**config.mk**
```make
export PLATFORM = sky130hd
export DESIGN_NAME = instruction_loader
export DESIGN_NICKNAME = d
export VERILOG_FILES = /design/src/rtl/instruction_loader.sv
export SDC_FILE = /design/constraint.sdc
export NUM_CORES = 1
export LEC_CHECK = 0
export CELL_PAD_IN_SITES_DETAIL_PLACEMENT = 1
export CELL_PAD_IN_SITES_GLOBAL_PLACEMENT = 2
export CORE_ASPECT_RATIO = 1.2
export CORE_MARGIN = 3
export CORE_UTILIZATION = 33
export DETAILED_ROUTE_END_ITERATION = 6
export PLACE_DENSITY_LB_ADDON = 0.1
export SLEW_MARGIN = 20
export SYNTH_ARGS = -nofsm -noshare
export SYNTH_HDL_FRONTEND = slang
export SYNTH_SLANG_ARGS = --single-unit
```
**constraint.sdc**
```tcl
create_clock -name Clk -period 3.15 [get_ports Clk]
set_clock_uncertainty 0.15 [all_clocks]
set_input_delay 0.315 -clock Clk [delete_from_list [all_inputs] [get_ports Clk]]
set_output_delay 0.315 -clock Clk [all_outputs]
set_load 0.005 [all_outputs]
```
**src/rtl/instruction_loader.sv**
```systemverilog
// instruction_loader: writer side of the instruction-memory interface.
// Consumes a byte stream {word count N, N payload words, checksum}, all words
// big-endian, writes the payload to instruction memory starting at BASE_ADDR
// and releases the processor hold only once the checksum has matched.
//
// Handshake: a byte transfers on a rising edge where InValid and InReady are
// both high; InReady depends only on the current state, never on InValid.
module instruction_loader #(
   parameter int          DEPTH     = 128,
   parameter logic [31:0] BASE_ADDR = 32'h0000_0000
) (
   input  logic        Clk,
   input  logic        Reset,
   input  logic        Start,
   input  logic [7:0]  InByte,
   input  logic        InValid,
   output logic        InReady,
   output logic [31:0] MemAddress,
   output logic [31:0] MemWriteData,
   output logic        MemWrite,
   output logic        CpuHold,
   output logic        Done,
   output logic        Error,
   output logic [31:0] WordsLoaded,
   output logic [2:0]  DbgState
);

   typedef enum logic [2:0] {
      IDLE = 3'd0,
      HDR  = 3'd1,
      LOAD = 3'd2,
      CHK  = 3'd3,
      DONE = 3'd4,
      ERR  = 3'd5
   } state_t;

   localparam logic [31:0] DEPTH_W = 32'(DEPTH);

   state_t      state_q,      state_d;
   logic [1:0]  byte_cnt_q,   byte_cnt_d;
   logic [31:0] asm_q,        asm_d;
   logic [31:0] count_q,      count_d;
   logic [31:0] sum_q,        sum_d;
   logic [31:0] words_q,      words_d;
   logic [31:0] addr_q,       addr_d;
   logic [31:0] wdata_q,      wdata_d;
   logic        mem_write_q,  mem_write_d;
   logic        hold_q,       hold_d;
   logic        done_q,       done_d;
   logic        error_q,      error_d;

   logic        in_ready;
   logic        accept;
   logic        word_done;
   logic [31:0] word;

   // Byte acceptance and word assembly; the incoming byte lands in the LSB so
   // the first byte of a word ends up in bits [31:24].
   always_comb begin
      in_ready  = (state_q == HDR) || (state_q == LOAD) || (state_q == CHK);
      accept    = InValid && in_ready;
      word      = {asm_q[23:0], InByte};
      word_done = accept && (byte_cnt_q == 2'd3);
   end

   // Next-state and registered-output logic for the load sequence.
   always_comb begin
      state_d     = state_q;
      byte_cnt_d  = byte_cnt_q;
      asm_d       = asm_q;
      count_d     = count_q;
      sum_d       = sum_q;
      words_d     = words_q;
      addr_d      = addr_q;
      wdata_d     = wdata_q;
      mem_write_d = 1'b0;
      hold_d      = hold_q;
      done_d      = done_q;
      error_d     = error_q;

      if (accept) begin
         byte_cnt_d = byte_cnt_q + 2'd1;
         asm_d      = word;
      end

      case (state_q)
         IDLE, DONE, ERR: begin
            if (Start) begin
               state_d    = HDR;
               hold_d     = 1'b1;
               done_d     = 1'b0;
               error_d    = 1'b0;
               words_d    = '0;
               sum_d      = '0;
               addr_d     = BASE_ADDR;
               byte_cnt_d = '0;
               asm_d      = '0;
            end
         end
         HDR: begin
            if (word_done) begin
               count_d = word;
               if (word > DEPTH_W) begin
                  state_d = ERR;
                  error_d = 1'b1;
               end else if (word == 32'd0) begin
                  state_d = CHK;
               end else begin
                  state_d = LOAD;
               end
            end
         end
         LOAD: begin
            // The write strobe is registered, so it appears the cycle after the
            // 4th byte while the next word keeps streaming in.
            if (word_done) begin
               mem_write_d = 1'b1;
               wdata_d     = word;
               addr_d      = BASE_ADDR + {words_q[29:0], 2'b00};
               words_d     = words_q + 32'd1;
               sum_d       = sum_q + word;
               if (words_q + 32'd1 == count_q) begin
                  state_d = CHK;
               end
            end
         end
         CHK: begin
            if (word_done) begin
               if (word == sum_q) begin
                  state_d = DONE;
                  done_d  = 1'b1;
                  hold_d  = 1'b0;
               end else begin
                  state_d = ERR;
                  error_d = 1'b1;
               end
            end
         end
         default: begin
            state_d = IDLE;
         end
      endcase
   end

   // State and output registers with synchronous reset.
   always_ff @(posedge Clk) begin
      if (Reset) begin
         state_q     <= IDLE;
         byte_cnt_q  <= '0;
         asm_q       <= '0;
         count_q     <= '0;
         sum_q       <= '0;
         words_q     <= '0;
         addr_q      <= BASE_ADDR;
         wdata_q     <= '0;
         mem_write_q <= 1'b0;
         hold_q      <= 1'b1;
         done_q      <= 1'b0;
         error_q     <= 1'b0;
      end else begin
         state_q     <= state_d;
         byte_cnt_q  <= byte_cnt_d;
         asm_q       <= asm_d;
         count_q     <= count_d;
         sum_q       <= sum_d;
         words_q     <= words_d;
         addr_q      <= addr_d;
         wdata_q     <= wdata_d;
         mem_write_q <= mem_write_d;
         hold_q      <= hold_d;
         done_q      <= done_d;
         error_q     <= error_d;
      end
   end

   // Output drive.
   always_comb begin
      InReady      = in_ready;
      MemAddress   = addr_q;
      MemWriteData = wdata_q;
      MemWrite     = mem_write_q;
      CpuHold      = hold_q;
      Done         = done_q;
      Error        = error_q;
      WordsLoaded  = words_q;
      DbgState     = state_q;
   end

endmodule

```
Word-level counts from Yosys, hierarchy flattened
Cells that the tools add are included.
{ "totals": {"regBits": 201, "inputBits": 12, "out_inout_bits": 104, "wordCells": 86} }
{ "classes": {"addsub": 3, "n_lt_le_gt_ge": 1, "eq_ne": 16, "muxes": 36, "bitwise": 1, "reduce_logical": 17} }
{ "op_table": {"columns": ["operator", "n"], "rows": [
  ["32-bit 2-to-1 mux", 7],
  ["32-bit case mux with 2 select lines", 3],
  ["32-bit equality test", 2],
  ["32-bit by 1-bit adder with 32-bit output (second input constant)", 1],
  ["32-bit adder", 1],
  ["32-bit by 8-bit greater-than comparator with 1-bit output (second input constant)", 1],
  ["32-bit logical NOT", 1],
  ["3-bit 2-to-1 mux", 6],
  ["1-bit 2-to-1 mux", 13],
  ["3-bit case mux with 4 select lines", 1],
  ["2-bit inequality test (second input constant)", 5],
  ["3-bit by 2-bit equality test with 1-bit output (second input constant)", 2],
  ["3-bit equality test (second input constant)", 2],
  ["2-bit 2-to-1 mux", 3],
  ["2-bit by 1-bit inequality test with 1-bit output (second input constant)", 3],
  ["6-bit AND reduction", 1],
  ["5-bit AND reduction", 1],
  ["1-bit case mux with 2 select lines", 2],
  ["2-bit AND reduction", 2],
  ["4-bit AND reduction", 1],
  ["2-bit nonzero test", 2],
  ["3-bit by 1-bit equality test with 1-bit output (second input constant)", 1],
  ["3-bit logical NOT", 1],
  ["1-bit case mux with 3 select lines", 1],
  ["9 further kinds", 11]
]} }

Depth between registers and ports, before layout
{ "depth": {"word_depth": 7, "ltp_mapped": 11, "mapped_depth_nobuf": 11} }

Worst setup path after synthesis
OpenSTA, ideal clock, no wires.
{ "synth_timing": {"path_kind": "input to register", "startpoint": "input InByte[0]", "endpoint": "register sum_q[24]", "setup_ns": 0.117, "t_arrival_ns": 2.511, "t_required_ns": 2.883, "slack_ns": 0.372, "stages": 11, "n_path_buf": 0, "cell_sequence": "ha_1 fa_1 a21oi_1 o211ai_2 nand4_1 and2_1 or4_1 a31oi_2 a21o_1 a211o_1 a32o_1"} }
{ "synth_between": {"elab_chain_cells": 3} }
{ "synth_rtl": {"columns": ["element", "line", "rtl"], "rows": [
  ["start, declared", "15", "input logic [7:0] InByte,"],
  ["32-bit adder", "121", "sum_d = sum_q + word;"],
  ["32-bit 2-to-1 mux", "116", "if (word_done) begin"],
  ["32-bit case mux with 2 select lines", "86", "case (state_q)"],
  ["end signal, assigned", "165", "sum_q <= sum_d;"],
  ["end, declared", "43", "logic [31:0] sum_q, sum_d;"]
]} }
No other way between the ends. The select of a mux whose other input is x is not followed.
A chain may end at the register's enable or synchronous reset.

Final worst setup path
{ "layout_timing": {"startpoint": "input InByte[0]", "endpoint": "register sum_q[22]"} }
The elaborated chain is that of the path after synthesis.

==> results.toml <==
[clock_tree]
cts_hold_buf = 0
cts_tree = "yes"
clk_pin_slew_ps = 80
h-tree-depth = 4
clockBufferDepth = 2
clkLatencyLatePin_ps = 440
cts_root_buf = "clkbuf_16"
post_cts_buffers = 0
numCtsBuffers = 17
clock-sinks = 191

[detailed_routing]
drtIter0Drc = 419
dr.pass1.iters = 4
wl_um = 34200
via_per_inst = 5.32
drc_errors = 0
ant_nets = 0
vias = 9488
wire_per_inst_um = 19.2

[synthesis]
synth_top_family_by_area = "simple AND/OR/NAND/NOR gates"
synthDistinctLibCells = 78
synthAdderAreaFrac = 0.0443
synth_seq_cells = 191
synth_simple_gate_area_share = 0.237
synth_edf_count = 0
synth-xor-area-share = 0.0646
synth_top_cell_area_share = 0.392
netlist_area_um2 = 9760
synth_warnings = 0
ys_top_cells_by_area = "dfxtp_1 (39%), nand2_1 (8.9%), a21oi_1 (7.7%)"
yosysSeqAreaShare = 0.392
yosys.area.top_type = "dfxtp_1"
ys.flop_type = "dfxtp_1"
synth_mux_area_frac = 0.00308
synth-compound-area-share = 0.214
synth_cells = 1231
ys_async_sr_fraction = 0
syn-mean-instance-area_um2 = 7.93

[power]
peakVddDrop_v = 0.000322
p_per_area_nw_per_um2 = 475
power.total_mw = 5.96
leakagePower_nw = 4.70

[die]
top_level_ports = 116
die_x_um = 163
core_area_um2 = 28900
die-area_um2 = 31700
die_h_um = 194
start_util = 0.338
rows = 68

[finish]
final_common_cell = "nand2_1"
n_antenna_cell = 0
fill_cells = 3493
final_cells = 1783
multi_input_area_um2 = 5540
final_cell_mix = "nand2_1 (232), dfxtp_1 (190), a21oi_1 (148)"
layout-drive-gt1-share = 0.128
regArea_um2 = 3820
design_area_um2 = 12600
area_growth_pct = 28.7
final_net_count = 1431

[setup_path]
required_ps = 3340
cp-end-kind = "flip-flop"
path_max_fanout = 3
rr_endpoint = "sum_q[22]"
worstPathArrival_ps = 3240
reg2reg_slack_ps = 130
crit_type = "primary input to flip-flop"
critPathLaunchType = "primary input"
r2r.worst_path.cells = 11
worst_r2r_startpoint = "sum_q[0]"

[timing]
fin_tns_setup_ps = 0
finalHoldViolations = 0
tightestPinTransition_ps = 941
fmax_mhz = 328
fin_crit_ps = 3050
maxSlewHeadroom = 0.371
drv_slew = 0
setup_viol = 0
post-route-period-util = 0.969

[grt]
grt_pass1_vias = 9787
grt_max_degree = 59
grt_util_all_layers = 0.218
grt-ovfl-total = 0
grt_pass1_wl_um = 55100
antenna_found_initial = 0

[min_path]
hold_path_depth = 2
hold_end = "sum_q[27]"
holdCritPathClass = "primary input to flip-flop"
holdCritStartpoint = "Reset"

[place]
io_buffers = 113
dpl_cell_area_um2 = 11900
globalplace.congestion = 0.870
dp_hpwl_um = 25200
dpl.cell_count = 1751

[run_status]
outcome = "finished clean"

[job]
maxCapViolCount = 0
==> kinds of logic (layout without fill, tap and decap cells) <==
group | count (synthesis) | in the layout
AOI/OAI and AO/OA | 328 | 328
xor gates and xnor gates | 72 | 72
adders and majority gates | 34 | 34
buffers and inverters | 105 | 271
DFF | 191 | 191
muxes | 3 | 3
other | 1 | 2
and+or+nand+nor | 497 | 497
==> power breakdown <==
group / total [mW] / internal [mW] / switching [mW]
clock network: 2.46 / 1.45 / 1.00
registers: 2.51 / 2.45 / 0.0568
logic: 0.997 / 0.342 / 0.655
total: 5.96 / 4.25 / 1.72
==> flip-flops by register name, summed over array words and instances, names as in the netlist, 2 cells and up <==
register / count
asm_q: 24
byte_cnt_q: 2
MemAddress: 30
MemWriteData: 32
DbgState: 3
count_q: 32
WordsLoaded: 32
sum_q: 32
==> worst max-delay path by stage <==
stage                         start   endpoint  slack, ps  cells past startpoint
after floorplan           InByte[0]  sum_q[24]        370                     11
after global placement    InByte[0]  sum_q[30]       -320                     12
after detailed placement  InByte[0]  sum_q[28]       -430                     12
after CTS                 InByte[0]  sum_q[28]         30                     12
after global routing      InByte[0]  sum_q[22]        -10                     12
final                     InByte[0]  sum_q[22]        100                     12
==> per-stage QoR <==
step                hold WS (ps)  worst slack [ps]   util
floorplan                    290               372      -
global placement             286              -317  0.411
detailed placement           296              -431  0.411
CTS                          238              27.1  0.434
global route                 260             -11.1  0.434
finish                       242              97.9  0.434
==> per-layer routing <==
| layer | vias to the layer above | global-route usage | part of all wire |
|---|---|---|---|
| li1 | 4644 | - | - |
| met1 | 4652 | 0.278 | 0.45 |
| met2 | 145 | 0.374 | 0.50 |
| met3 | 47 | 0.0277 | 0.027 |
| met4 | 0 | 0.0787 | 0.030 |
| met5 | - | 0 | 0 |
==> critical path: stages <==
cell and delay, ps:
clkdlybuf4s50_1 490, ha_1 190, fa_1 240, a21oi_2 100
o211ai_2 230, nand4_1 260, and2_1 260, or4_1 540
a31oi_4 220, buf_4 140, xor2_1 50, a22o_1 200
==> synth_stat cells (15+ instances only) <==
master    number
o21ai_0       31
buf_2         16
nand3_1       20
a22oi_1       51
xnor2_1       50
nor2_1       103
ha_1          33
nand4_1       21
nor3_1        27
clkbuf_1      69
nor4_1        17
a21oi_1      150
nand2_1      232
dfxtp_1      191
a21o_1        15
xor2_1        22
==> repair_timing <==
action | CTS | global route
gates resized for setup | 0 | 8
endpoints found under the hold margin | 0 | 0
endpoints found under the setup margin | 0 | 8
==> area by class of cell <==
type | instances | share of cell area
clock buffers | 19 | 0.0360
clock inverters | 13 | 0.0168
inverters | 12 | 0.00358
multi-input cells | 936 | 0.441
flip-flops and latches | 191 | 0.304
well taps | 385 | 0.0383
repair buffers | 227 | 0.160
No activity file was read; power rests on OpenSTA's default activity.
